File: config.mk
export PLATFORM = sky130hd
export DESIGN_NAME = frame_slot_scheduler
export DESIGN_NICKNAME = d
export VERILOG_FILES = /design/src/rtl/frame_slot_scheduler.sv
export SDC_FILE = /design/constraint.sdc
export NUM_CORES = 1
export LEC_CHECK = 0
export BUFFER_PORTS_ARGS = -buffer_cell sky130_fd_sc_hd__clkbuf_2
export CORE_MARGIN = 4
export CORE_UTILIZATION = 45
export DETAILED_ROUTE_END_ITERATION = 16
export GPL_TIMING_DRIVEN = 1
export PLACE_DENSITY = 0.68
export SETUP_SLACK_MARGIN = 0.3
export SYNTH_ARGS = -nofsm -noshare
export SYNTH_HDL_FRONTEND = slang
export SYNTH_SLANG_ARGS = --single-unit
File: constraint.sdc
create_clock -name disp_clk_i -period 2.2 [get_ports disp_clk_i]
set_input_delay 0.55 -clock disp_clk_i [delete_from_list [all_inputs] [get_ports disp_clk_i]]
set_output_delay 0.55 -clock disp_clk_i [all_outputs]
set_load 0.005 [all_outputs]
File: src/rtl/frame_slot_scheduler.sv
// rtl/frame_slot_scheduler.sv - display-domain frame-buffer slot ring scheduler
//
// Owns the DDR frame-buffer slot ring shared by the video-in writer, the
// processing software and the display reader. Events (writer frame-done,
// SW swap request, display vsync) are captured into pending flags and serviced
// one per cycle by a small FSM with priority WR > SW > VS.
//
// Ports:
//   disp_clk_i       display clock, sole clock
//   resetn_i         synchronous active-low reset
//   wr_done_i        1-cycle pulse, writer finished its current slot
//   vsync_i          1-cycle pulse, display frame start
//   swap_toggle_i    SW swap request, every edge is one request
//   min_delay_sel_i  1: display newest written frame, 0: display processed frame
//   wr_addr_o        {BASE_MSB[7:3], wr_slot}
//   rd_addr_o        {BASE_MSB[7:3], rd_slot}
//   proc_addr_o      {BASE_MSB[7:3], proc_slot}
//   ready_valid_o    a complete frame not yet taken by SW exists
//   swap_ack_o       1-cycle pulse, swap request serviced
//   swap_new_o       qualifies swap_ack_o, proc moved to a new frame
//   drop_cnt_o       saturating count of ready frames overwritten before SW took them
//   error_o          sticky, writer slot collided with rd or proc slot

module frame_slot_scheduler #(
    parameter int          NUM_SLOTS = 4,
    parameter logic [7:0]  BASE_MSB  = 8'h70,
    parameter int          DROP_W    = 16
) (
    input  logic              disp_clk_i,
    input  logic              resetn_i,
    input  logic              wr_done_i,
    input  logic              vsync_i,
    input  logic              swap_toggle_i,
    input  logic              min_delay_sel_i,
    output logic [7:0]        wr_addr_o,
    output logic [7:0]        rd_addr_o,
    output logic [7:0]        proc_addr_o,
    output logic              ready_valid_o,
    output logic              swap_ack_o,
    output logic              swap_new_o,
    output logic [DROP_W-1:0] drop_cnt_o,
    output logic              error_o
);

    typedef enum logic [1:0] {
        IDLE   = 2'd0,
        SVC_WR = 2'd1,
        SVC_SW = 2'd2,
        SVC_VS = 2'd3
    } state_t;

    localparam logic [DROP_W-1:0] DROP_MAX = {DROP_W{1'b1}};

    state_t state, state_n;

    logic [2:0]        wr_slot, rd_slot, proc_slot, ready_slot;
    logic [2:0]        wr_slot_n, rd_slot_n, proc_slot_n, ready_slot_n;
    logic              ready_valid, ready_valid_n;
    logic [DROP_W-1:0] drop_cnt, drop_cnt_n;
    logic              error_q, error_n;
    logic              swap_ack_n, swap_new_n;

    logic              pend_wr, pend_sw, pend_vs;
    logic              swap_q;
    logic              swap_ev;
    logic              in_service;

    logic [2:0]        free_slot;
    logic              free_found;

    assign swap_ev    = swap_toggle_i ^ swap_q;
    assign in_service = (state != IDLE);

    // Lowest-index slot that is free once the finished slot has become READY
    // and the previous READY slot has been released: the only remaining owners
    // are the finished slot (old wr_slot), rd and proc.
    always_comb begin
        free_slot  = 3'd0;
        free_found = 1'b0;
        for (int i = NUM_SLOTS - 1; i >= 0; i--) begin
            if ((3'(i) != wr_slot) && (3'(i) != rd_slot) && (3'(i) != proc_slot)) begin
                free_slot  = 3'(i);
                free_found = 1'b1;
            end
        end
    end

    // Next-state: every state (service states included) returns through the
    // IDLE decision, so back-to-back pending events are serviced on
    // consecutive cycles without a dead IDLE cycle in between.
    always_comb begin
        state_n = IDLE;
        if (pend_wr) begin
            state_n = SVC_WR;
        end else if (pend_sw) begin
            state_n = SVC_SW;
        end else if (pend_vs) begin
            state_n = SVC_VS;
        end
    end

    // Service datapath: pointers only move in service states.
    always_comb begin
        wr_slot_n     = wr_slot;
        rd_slot_n     = rd_slot;
        proc_slot_n   = proc_slot;
        ready_slot_n  = ready_slot;
        ready_valid_n = ready_valid;
        drop_cnt_n    = drop_cnt;
        swap_ack_n    = 1'b0;
        swap_new_n    = 1'b0;
        error_n       = error_q;

        case (state)
            SVC_WR: begin
                // Previous READY frame still untaken by SW is overwritten.
                if (ready_valid && (drop_cnt != DROP_MAX)) begin
                    drop_cnt_n = drop_cnt + 1'b1;
                end
                ready_slot_n  = wr_slot;
                ready_valid_n = 1'b1;
                if (free_found) begin
                    wr_slot_n = free_slot;
                end
            end
            SVC_SW: begin
                swap_ack_n = 1'b1;
                if (ready_valid) begin
                    proc_slot_n   = ready_slot;
                    ready_valid_n = 1'b0;
                    swap_new_n    = 1'b1;
                end
            end
            SVC_VS: begin
                if (!min_delay_sel_i) begin
                    rd_slot_n = proc_slot;
                end else if (ready_valid) begin
                    // READY stays set so SW can still take this frame.
                    rd_slot_n = ready_slot;
                end
            end
            default: begin
            end
        endcase

        if (in_service && ((wr_slot_n == rd_slot_n) || (wr_slot_n == proc_slot_n))) begin
            error_n = 1'b1;
        end
    end

    always_ff @(posedge disp_clk_i) begin
        if (!resetn_i) begin
            state       <= IDLE;
            wr_slot     <= 3'd0;
            rd_slot     <= 3'd1;
            proc_slot   <= 3'd1;
            ready_slot  <= 3'd0;
            ready_valid <= 1'b0;
            drop_cnt    <= '0;
            error_q     <= 1'b0;
            swap_ack_o  <= 1'b0;
            swap_new_o  <= 1'b0;
            pend_wr     <= 1'b0;
            pend_sw     <= 1'b0;
            pend_vs     <= 1'b0;
            // Track the current toggle level so leaving reset is not a request.
            swap_q      <= swap_toggle_i;
        end else begin
            state       <= state_n;
            wr_slot     <= wr_slot_n;
            rd_slot     <= rd_slot_n;
            proc_slot   <= proc_slot_n;
            ready_slot  <= ready_slot_n;
            ready_valid <= ready_valid_n;
            drop_cnt    <= drop_cnt_n;
            error_q     <= error_n;
            swap_ack_o  <= swap_ack_n;
            swap_new_o  <= swap_new_n;
            swap_q      <= swap_toggle_i;
            // A flag is cleared on entry to its service; a new event arriving
            // in that same cycle re-arms it, repeats while pending merge.
            pend_wr     <= (pend_wr & (state_n != SVC_WR)) | wr_done_i;
            pend_sw     <= (pend_sw & (state_n != SVC_SW)) | swap_ev;
            pend_vs     <= (pend_vs & (state_n != SVC_VS)) | vsync_i;
        end
    end

    assign wr_addr_o     = {BASE_MSB[7:3], wr_slot};
    assign rd_addr_o     = {BASE_MSB[7:3], rd_slot};
    assign proc_addr_o   = {BASE_MSB[7:3], proc_slot};
    assign ready_valid_o = ready_valid;
    assign drop_cnt_o    = drop_cnt;
    assign error_o       = error_q;

endmodule
==> metrics.md <==
| Metric | Value |
|---|---|
| Arr. time, crit path | 2.05 ns |
| Critical Path, Cell by Cell | nand2b_1 > o22a_1 > and3_1 > a2111oi_2 > o31a_1 > a22oi_1 |
| Initial core utilization | 47.5% |
| Tcrit/Tclk final | a little under nine tenths |
| Area growth syn-to-layout | 16.5% |
| R2R Path Start | proc_slot[1] |
| Routed wire length | between 4000 and 5000 µm |
| Endpoint kind of the worst setup timing path | flop |
| Fillcell total | 431 |
| Post-synth EDFFs | 0 |
| Setup TNS | 0 ns |
| Remaining DRCs | 0 |
| Placed Cells | 309 |
| Synth Warn # | 0 |
| Crit Path Class | reg2reg |
| Largest net degree at the start of global routing | 33 |
| Area of the core | 4440 µm² |
| Sequential area share after synthesis | between 30% and 40% |
| Critical Path Start Type | flop |
| Peak supply drop | 0.827 mV |
| Count of final hold-check violations | 0 |
| Antenna fix cells | 0 |
| Footprint of the multi-input gates | 1250 µm² |
| CP max FO | 8 |
| Outcome | finished, final reports clean |
| Nets@finish | between 200 and 300 |
| Share of the core filled with cells | 55.3% |
| Final hold slack | ~0.4 ns |
| PortBufs | 34 |
| CTS clock-pin slew for the worst setup and hold paths | 0.08 ns |
| RePlAce Congestion | 0.883 |
| Top_reg_cell synth | dfxtp_1 |
| Worst Hold End | swap_q |
| CTS Buf Count | 5 |
| Maximum clock rate | 527 MHz |
| Final Setup Violations | 0 |
| Drt pass-1 iters | 4 |
| Pins Over Slew Limit | 0 |
| Reg2Reg Depth | 6 |
| CTS Buffer Depth | 2 |
| RSZ-0062 raised after global routing | yes |
| Sequential cell area | 763 µm² |
| Worst path max stage delay | 0.48 ns |
| Vias in the first global route | about 1,600 |
| Synth Cell Area | 2110 µm² |
| Clk_lat worst skew | 0.29 ns |
| Overall die width | 76.5 µm |
| Fin Clk Skew | around 0.012 ns |
| Leakage Power | 0.00103 µW |
| R2r endpoint | error_o |
| Synthesized flop and latch total | 38 |
| Vias post-DR | 1,708 |
| Syn Inst Count | 230 |
| Post-synth cell types | 49 |
| Crit path time final | 1.90 ns |
| Hold Path Stages | 1 |
| Power Density | 659 nW/µm² |
| Asr flop ratio synth | 0% |
| WL/cell | 14.4 µm |
| Share of post-route cells with drive strength above 1 | 23.7% |
| Count of standard-cell rows | 24 |
| First-pass GRT wire length | 7530 µm |
| Reg-to-reg setup timing slack | 0.30 ns |
| Hold Crit Class | in2reg |
| DR iter-0 viols | a little over 90 |
| Die ar. | 5850 µm² |
| Ports | 50 |
| Grt ovf | 0 |
| DRT antenna net count | 0 |
| DR vias/cell | 5.37 |
| Synth Area per Inst | about 9 µm² |
| Root buffer cell | clkbuf_8 |
| Non-Filler Instances | 318 |
| MaxCap Viol Count | 0 |
| CP max-delay cell | dfxtp_1 |
| CTS tree | built |
| GRT Total Usage | roughly 16% |
| Die H | 76.5 µm |
| Final HPWL DP | 3290 µm |
| Antenna violations before repair | 0 |
| Min-delay src | swap_toggle_i |
| H-tree levels | 2 |
| Worst EP required | roughly 2.4 ns |
| Clk sink count | 38 |
| Hold Buf Count CTS | 0 |
## report_power, final
group | internal (µW) | leakage [µW] | total [µW] | switching [µW]
sequential | 709 | 0.000310 | 735 | 26.0
clock | 484 | 0.0000714 | 737 | 253
combinational | 68.2 | 0.000650 | 148 | 79.8
## flip-flops by register name, summed over array words and instances, names as in the netlist
register	cells
drop_cnt_o	16
error_o	1
pend_sw	1
pend_vs	1
pend_wr	1
proc_slot	3
rd_slot	3
ready_slot	3
ready_valid_o	1
state	2
swap_ack_o	1
swap_new_o	1
swap_q	1
wr_slot	3
## timing repair
action	CTS	global route
gates resized for setup	3	11
pin swaps	1	0
setup buffers	1	0
cloned	0	0
endpoints found under the setup margin	11	14
## layout by cell type, fill, tap and decap left out, drive strengths merged, types with 5 or more instances in the layout
| cell | synthesis | routed |
|---|---|---|
| and2 | 26 | 26 |
| and3 | 5 | 5 |
| buf | 20 | 5 |
| clkbuf | 4 | 40 |
| conb | 2 | 15 |
| dfxtp | 38 | 38 |
| ha | 5 | 5 |
| inv | 7 | 7 |
| mux2i | 7 | 7 |
| nand2 | 14 | 14 |
| nand3 | 8 | 8 |
| nand4 | 6 | 6 |
| nor2 | 5 | 5 |
| nor2b | 6 | 6 |
| xnor2 | 17 | 17 |
## cells in the mapped netlist (2+ instances only)
| master | n | share of area (%) |
|---|---|---|
| dfxtp_1 | 38 | 36 |
| and2_1 | 26 | 7.7 |
| xnor2_1 | 17 | 7.1 |
| buf_4 | 16 | 5.7 |
| nand2_1 | 14 | 2.5 |
| nand3_1 | 8 | 1.9 |
| inv_1 | 7 | 1.2 |
| mux2i_1 | 7 | 3.3 |
| nand4_1 | 6 | 1.8 |
| nor2b_1 | 6 | 1.8 |
| and3_1 | 5 | 1.5 |
| ha_1 | 5 | 3.0 |
| nor2_1 | 5 | 0.89 |
| a21boi_0 | 4 | 1.4 |
| a31oi_1 | 4 | 1.2 |
| clkbuf_1 | 4 | 0.71 |
| nand2b_1 | 4 | 1.2 |
| nor3b_1 | 4 | 1.4 |
| o2111ai_1 | 4 | 1.7 |
| o22ai_1 | 4 | 1.2 |
| and4_1 | 3 | 1.2 |
| nor3_1 | 3 | 0.71 |
| o21a_1 | 3 | 1.1 |
| a22oi_1 | 2 | 0.71 |
| a2bb2oi_1 | 2 | 0.83 |
| buf_2 | 2 | 0.47 |
| conb_1 | 2 | 0.36 |
| mux2_2 | 2 | 1.1 |
| o32ai_1 | 2 | 0.83 |
| xor2_1 | 2 | 0.83 |
## final cells by class
type	instances	share of cell area (%)
tap	52	2.64
sequential	38	31.0
clock inverter	2	2.44
clock buffer	6	3.36
timing repair buffer	39	8.60
multi-input combinational	174	50.9
inverter	7	1.07
## through the flow
step | worst slack [ns] | instance area, µm² | power [µW]
after floorplan | 0.444 | 2160 | 871
after global placement | 0.267 | 2260 | 894
after detailed placement | 0.238 | 2260 | 898
after CTS | 0.304 | 2430 | 1630
after global routing | 0.169 | 2460 | 1680
final | 0.303 | 2460 | 1620
## how the worst max path moves through the flow
| stage | startpoint | slack [ns] | cells past startpoint | endpoint |
|---|---|---|---|---|
| final | proc_slot[1] | 0.30 | 6 | error_o |
| after global routing | rd_slot[2] | 0.17 | 6 | error_o |
| after CTS | rd_slot[2] | 0.30 | 6 | error_o |
| after detailed placement | drop_cnt_o[3] | 0.24 | 6 | drop_cnt_o[14] |
| after global placement | drop_cnt_o[3] | 0.27 | 6 | drop_cnt_o[8] |
| after floorplan | drop_cnt_o[4] | 0.44 | 7 | drop_cnt_o[14] |
## kinds of logic (layout without fill, tap and decap cells)
logic type / count (synthesis) / after routing / synth area share, %
xor gates and xnor gates: 19 / 19 / 7.88
and+or+nand+nor: 87 / 87 / 23.8
AOI/OAI and AO/OA: 39 / 39 / 15.7
muxes: 9 / 9 / 4.39
other: 2 / 15 / 0.356
buffers and inverters: 31 / 54 / 8.83
DFF: 38 / 38 / 36.0
adders and majority gates: 5 / 5 / 2.96
## routing by layer
| metal | up-vias | share of wire [%] | global-route usage [%] |
|---|---|---|---|
| li1 | 854 | - | - |
| met1 | 802 | 49 | 20.1 |
| met2 | 47 | 46 | 26.1 |
| met3 | 5 | 4.3 | 3.55 |
| met4 | 0 | 1.4 | 5.07 |
| met5 | - | 0 | 0 |
## critical path: cells and delay by family (launching register included)
kind	cells	cell delay, ns
simple gates	2	0.35
flops	1	0.48
compound gates	4	0.93
Note: power is estimated with default switching activity, not from simulation.
